[config.mk]
export PLATFORM = sky130hd
export DESIGN_NAME = alu_cmd_sequencer
export DESIGN_NICKNAME = d
export VERILOG_FILES = /design/src/rtl/alu_cmd_sequencer.sv
export SDC_FILE = /design/constraint.sdc
export NUM_CORES = 1
export LEC_CHECK = 0
export ABC_CLOCK_PERIOD_IN_PS = 7300
export CORE_ASPECT_RATIO = 0.6
export CORE_MARGIN = 2
export CORE_UTILIZATION = 42
export CTS_BUF_LIST = sky130_fd_sc_hd__clkbuf_8
export DETAILED_ROUTE_END_ITERATION = 10
export PLACE_DENSITY = 0.62
export SKIP_LAST_GASP = 1
export SYNTH_ARGS = -nofsm -noshare
export SYNTH_HDL_FRONTEND = slang
export SYNTH_SLANG_ARGS = --single-unit
[constraint.sdc]
create_clock -name clk -period 7.3 [get_ports clk]
set_input_delay 1.46 -clock clk [delete_from_list [all_inputs] [get_ports clk]]
set_output_delay 1.46 -clock clk [all_outputs]
set_load 0.02 [all_outputs]
[src/rtl/alu_cmd_sequencer.sv]
// alu_cmd_sequencer: four-phase command sequencer driving an external combinational ALU from a register file and PSR
module alu_cmd_sequencer #(
    parameter int REG_ADDR_W = 4
) (
    input  logic                  clk,
    input  logic                  reset,
    input  logic                  cmd_valid,
    output logic                  cmd_ready,
    input  logic [4:0]            cmd_op,
    input  logic [REG_ADDR_W-1:0] cmd_rdest,
    input  logic [REG_ADDR_W-1:0] cmd_rsrc,
    input  logic [15:0]           cmd_imm,
    input  logic                  cmd_use_imm,
    output logic [15:0]           alu_input1,
    output logic [15:0]           alu_input2,
    output logic [4:0]            alu_op,
    output logic [4:0]            alu_inflags,
    input  logic [15:0]           alu_result,
    input  logic [4:0]            alu_outflags,
    output logic [4:0]            psr,
    output logic                  done,
    input  logic [REG_ADDR_W-1:0] dbg_addr,
    output logic [15:0]           dbg_data
);
    localparam int NREG = 1 << REG_ADDR_W;
    typedef enum logic [1:0] {IDLE, READ, EXEC, WB} state_t;
    state_t state, state_nxt;
    logic [15:0] rf [NREG];
    logic [4:0] op_q;
    logic [REG_ADDR_W-1:0] rdest_q, rsrc_q;
    logic [15:0] imm_q, res_q, wb_data;
    logic use_imm_q;
    logic [4:0] flags_q;
    logic rf_we, psr_we;
    always_comb begin
        state_nxt = state == IDLE ? (cmd_valid ? READ : IDLE) :
                    state == READ ? EXEC :
                    state == EXEC ? WB : IDLE;
        cmd_ready = reset && state == IDLE;
        done = state == WB;
        rf_we = done && ((op_q >= 5'd1 && op_q <= 5'd5) || (op_q >= 5'd8 && op_q <= 5'd16));
        psr_we = done && op_q >= 5'd1 && op_q <= 5'd7;
        wb_data = op_q == 5'd16 ? imm_q : res_q;
    end
    assign dbg_data = rf[dbg_addr];
    always_ff @(posedge clk) begin
        if (!reset)
            state <= IDLE;
        else
            state <= state_nxt;
    end
    always_ff @(posedge clk) begin
        if (!reset) begin
            psr <= '0;
            alu_input1 <= '0;
            alu_input2 <= '0;
            alu_op <= '0;
            alu_inflags <= '0;
            op_q <= '0;
            rdest_q <= '0;
            rsrc_q <= '0;
            imm_q <= '0;
            use_imm_q <= 1'b0;
            res_q <= '0;
            flags_q <= '0;
            for (int i = 0; i < NREG; i++)
                rf[i] <= '0;
        end else begin
            if (state == IDLE && cmd_valid) begin
                op_q <= cmd_op;
                rdest_q <= cmd_rdest;
                rsrc_q <= cmd_rsrc;
                imm_q <= cmd_imm;
                use_imm_q <= cmd_use_imm;
            end
            if (state == READ) begin
                alu_input1 <= rf[rdest_q];
                alu_input2 <= use_imm_q ? imm_q : rf[rsrc_q];
                alu_op <= op_q;
                alu_inflags <= psr;
            end
            if (state == EXEC) begin
                res_q <= alu_result;
                flags_q <= alu_outflags;
            end
            // dbg_data sees the old value throughout WB; the write lands at its closing edge
            if (rf_we)
                rf[rdest_q] <= wb_data;
            if (psr_we)
                psr <= flags_q;
        end
    end
endmodule

==> impl_metrics.toml <==
[global_route]
vias_in_the_first_global_route = 14580
globalRouteOverflowTotal = 0
global_route_wire_length_before_repair_um = 106000
grt_antenna_before_repair = 0
global_route.usage.total_pct = 31.2
pin_count_of_the_biggest_net_entering_global_routing = 70

[die]
num_rows = 60
top_level_ports = 123
initial_core_util_pct = 42.8
area_of_the_core_mm2 = 0.0450
die_h_um = 170
die_boundary_width_um = 280
floorplan.die_area_mm2 = 0.0476

[detailed_routing]
drt.antenna.violating_nets = 0
viasPerCell = 6.71
routedWlPerCell_um = 32.8
drt_iter0_drc = 2343
num_vias = 15309
detail_route.wirelength_um = 74800
detailedRoute.firstPassIterationCount = 10
drc = 0

[clock_network]
ctsLongestPathBuffers = 3
clk_pin_slew_ns = 0.06
cts_tree = "yes"
cts_hold_buffers = 0
root_buffer = "clkbuf_8"
post_cts.resized_instances = 0
worst_skew_pair.late_latency_ns = 0.64
cts.htree.levels = 2
cts_made_buffers = 54
cts.sink_count = 360
postCtsSetupRepairBufs = 0

[setup_path]
launch_point_of_the_worst_reg_to_reg_path = "rdest_q[1]$_SDFFE_PN0P_"
cp_dominant_cell_by_count = "mux4_2"
worst_setup_path_startpoint = "dbg_addr[1]"
timing.reg2reg.setup_slack_ns = 3.56
slowest_stage = "buf_2"
cp-endpoint = "dbg_data[14]"
timing.critical_path.to_type = "primary output"
cp.arrival_ns = 4.21
timing.rr.end = "rf[1][2]$_SDFFCE_PN0P_"
reg2regPathDepth = 5
worstSetupStartpointType = "input pin"
cp_cell_sequence = "buf_2, buf_4, mux4_2, mux4_2, clkdlybuf4s50_1"
crit_path_max_fanout = 36
critPathRequiredTime_ns = 5.84
crit_path_max_incr_delay_ns = 0.64
criticalPathCategory = "input pin to primary output"

[placement]
dp.cells = 2178
portBuffers = 122
dpl-instance-area_mm2 = 0.0211
gpl.final_weighted_congestion = 0.913
dpl.hpwl_um = 48800

[sta]
final-max-slew-violation-count = 0
timing.clock.skew_ns = 0.0346
maxSlewHeadroom_pct = 10.0
finalSetupViolations = 0
max_freq_mhz = 176
max_slew.worst_pin.slew_ns = 1.35
final_sum_of_negative_setup_slack_ns = 0
period_share_pct = 77.7
rsz0062_at_grt = "false"
final_period_minus_worst_setup_slack_ns = 5.67
hold_violations = 0
whs_ns = 0.481

[logic_synthesis]
syn-num-nets = 1614
netlist_area_mm2 = 0.0192
syn-mean-instance-area_um2 = 12.4
synth_cell_type_count = 42
synthesis.yosys.warnings = 0
synth_area_leader_cell = "edfxtp_1"
fraction_of_synthesized_cell_area_taken_by_the_top_area_cell_type_pct = 40.0
synthTopCellsByArea = "edfxtp_1 (40%), mux4_2 (13%), dfxtp_1 (11%), mux2i_1 (10%), nor2_1 (5.4%)"
yosys_register_bits = 360
synth.yosys.seq_area_share_pct = 50.8
synth_cells = 1551

[min_path]
timing.hold.worst.class = "register to register"

[pwr]
static_leakage_power_uw = 0.00706
peakVddDrop_v = 0.000124
finalPower_uw = 4750
switching_share_pct = 27.9
combinationalPowerShare_pct = 13.6
internal_power_uw = 3420
power_density_mw_per_mm2 = 214
net-switching-power_uw = 1330
clock_power_share_pct = 36.8
pwr-share-seq_pct = 49.6

[status]
outcome = "finished clean"

[cells_and_area]
area_growth_syn_to_layout_pct = 15.3
post_route_cells_drive_above_1_share_pct = 19.9
filler_cell_count = 3972
postLayoutCellArea_mm2 = 0.0222
finish.net_count = 1708
layoutNonFillerInstCount = 2280
antenna_cells_inserted = 0

[flow_run]
maxCapViolations = 0
==> placed cells by master, fill, tap and decap left out, drive strengths merged, types with 41 or more instances in the layout <==
| master | n |
|---|---|
| edfxtp | 256 |
| mux2 | 48 |
| mux2i | 196 |
| nor2b | 41 |
| buf | 66 |
| clkdlybuf4s50 | 118 |
| clkbuf | 70 |
| nor2 | 277 |
| dfxtp | 104 |
| nand2 | 81 |
| mux4 | 112 |
==> per-stage QoR <==
stage                     worst slack (ns)  utilization, %
final                                 1.63            49.3
after global routing                  1.62            49.3
after CTS                             1.71            49.3
after detailed placement              1.71            46.9
after global placement                1.81            46.9
after floorplan                       2.63               -
==> cells in the mapped netlist <==
| cell type | count |
|---|---|
| nand2b_1 | 2 |
| nor2_1 | 276 |
| o22ai_1 | 32 |
| o311ai_1 | 1 |
| dfxtp_1 | 104 |
| o211ai_1 | 17 |
| and2_1 | 4 |
| o2111ai_2 | 6 |
| a211oi_1 | 1 |
| a222oi_1 | 16 |
| nand3_1 | 1 |
| buf_2 | 52 |
| or3b_2 | 1 |
| nand3b_1 | 3 |
| o21ai_0 | 32 |
| o2111ai_4 | 2 |
| a21oi_4 | 1 |
| edfxtp_1 | 256 |
| mux2_2 | 48 |
| o21bai_1 | 1 |
| a21oi_1 | 31 |
| nor3_1 | 6 |
| ha_1 | 5 |
| or4b_4 | 1 |
| clkbuf_1 | 81 |
| a22oi_1 | 16 |
| o221ai_1 | 15 |
| nor3b_2 | 1 |
| nor3b_1 | 2 |
| mux2i_1 | 196 |
| buf_1 | 11 |
| a31oi_1 | 17 |
| a21boi_0 | 31 |
| o211ai_2 | 8 |
| nand2_1 | 81 |
| buf_6 | 3 |
| nor2b_1 | 41 |
| nor2_4 | 1 |
| a221oi_1 | 16 |
| mux4_2 | 112 |
| inv_1 | 5 |
| o311a_1 | 15 |
==> critical path, delay by kind of cell <==
| kind | cells | cell delay, ns |
|---|---|---|
| multiplexers | 2 | 0.92 |
| buffers and inverters | 3 | 1.78 |
==> kinds of logic after synthesis <==
kind of cell | count (synthesis) | share of synthesized area [%]
AOI/OAI and AO/OA | 258 | 10.2
muxes | 356 | 26.1
and+or+nand+nor | 420 | 9.11
adders and majority gates | 5 | 0.325
DFF | 360 | 50.8
buffers and inverters | 152 | 3.42
==> power by group through the flow <==
stage / Sequential (µW) / Combinational (µW) / Clock [µW]
after detailed placement: 2390 / 631 / 0
after global placement: 2390 / 624 / 0
after global routing: 2360 / 672 / 1840
final: 2360 / 647 / 1750
after floorplan: 2350 / 400 / 0
after CTS: 2350 / 635 / 1750
==> flip-flops by register name, indices dropped and copies added, names as in the netlist, 2 cells and up, named ones only <==
name / flops
alu_input1: 16
imm_q: 16
op_q: 5
alu_inflags: 5
rsrc_q: 4
state: 2
rdest_q: 4
rf: 256
psr: 5
alu_op: 5
res_q: 16
flags_q: 5
alu_input2: 16
==> per-layer routing <==
metal  up-vias  GRT usage [%]  part of all wire (%)
li1       6146              -                     -
met1      7633           44.5                    40
met2      1348           42.1                    39
met3       182           14.0                    17
met4         0           9.72                   3.3
met5         -              0                     0
==> worst min-delay path by stage <==
stage	start	endpoint	cells past startpoint
after CTS	rsrc_q[1]$_SDFFE_PN0P_	register	2
after detailed placement	rsrc_q[3]$_SDFFE_PN0P_	register	2
final	rsrc_q[1]$_SDFFE_PN0P_	register	2
after global routing	rsrc_q[3]$_SDFFE_PN0P_	register	2
after floorplan	rsrc_q[0]$_SDFFE_PN0P_	register	2
after global placement	rsrc_q[3]$_SDFFE_PN0P_	register	2
==> cell type report <==
cell class              count  area, µm²  area share [%]
clock buffers              69        950            4.28
clock inverters            33        160           0.722
inverters                   5       18.8          0.0846
multi-input cells        1039       8850            39.9
flip-flops and latches    360       9780            44.1
well taps                 589        737            3.32
repair buffers            185       1690            7.63
Note: power is estimated with default switching activity, not from simulation.
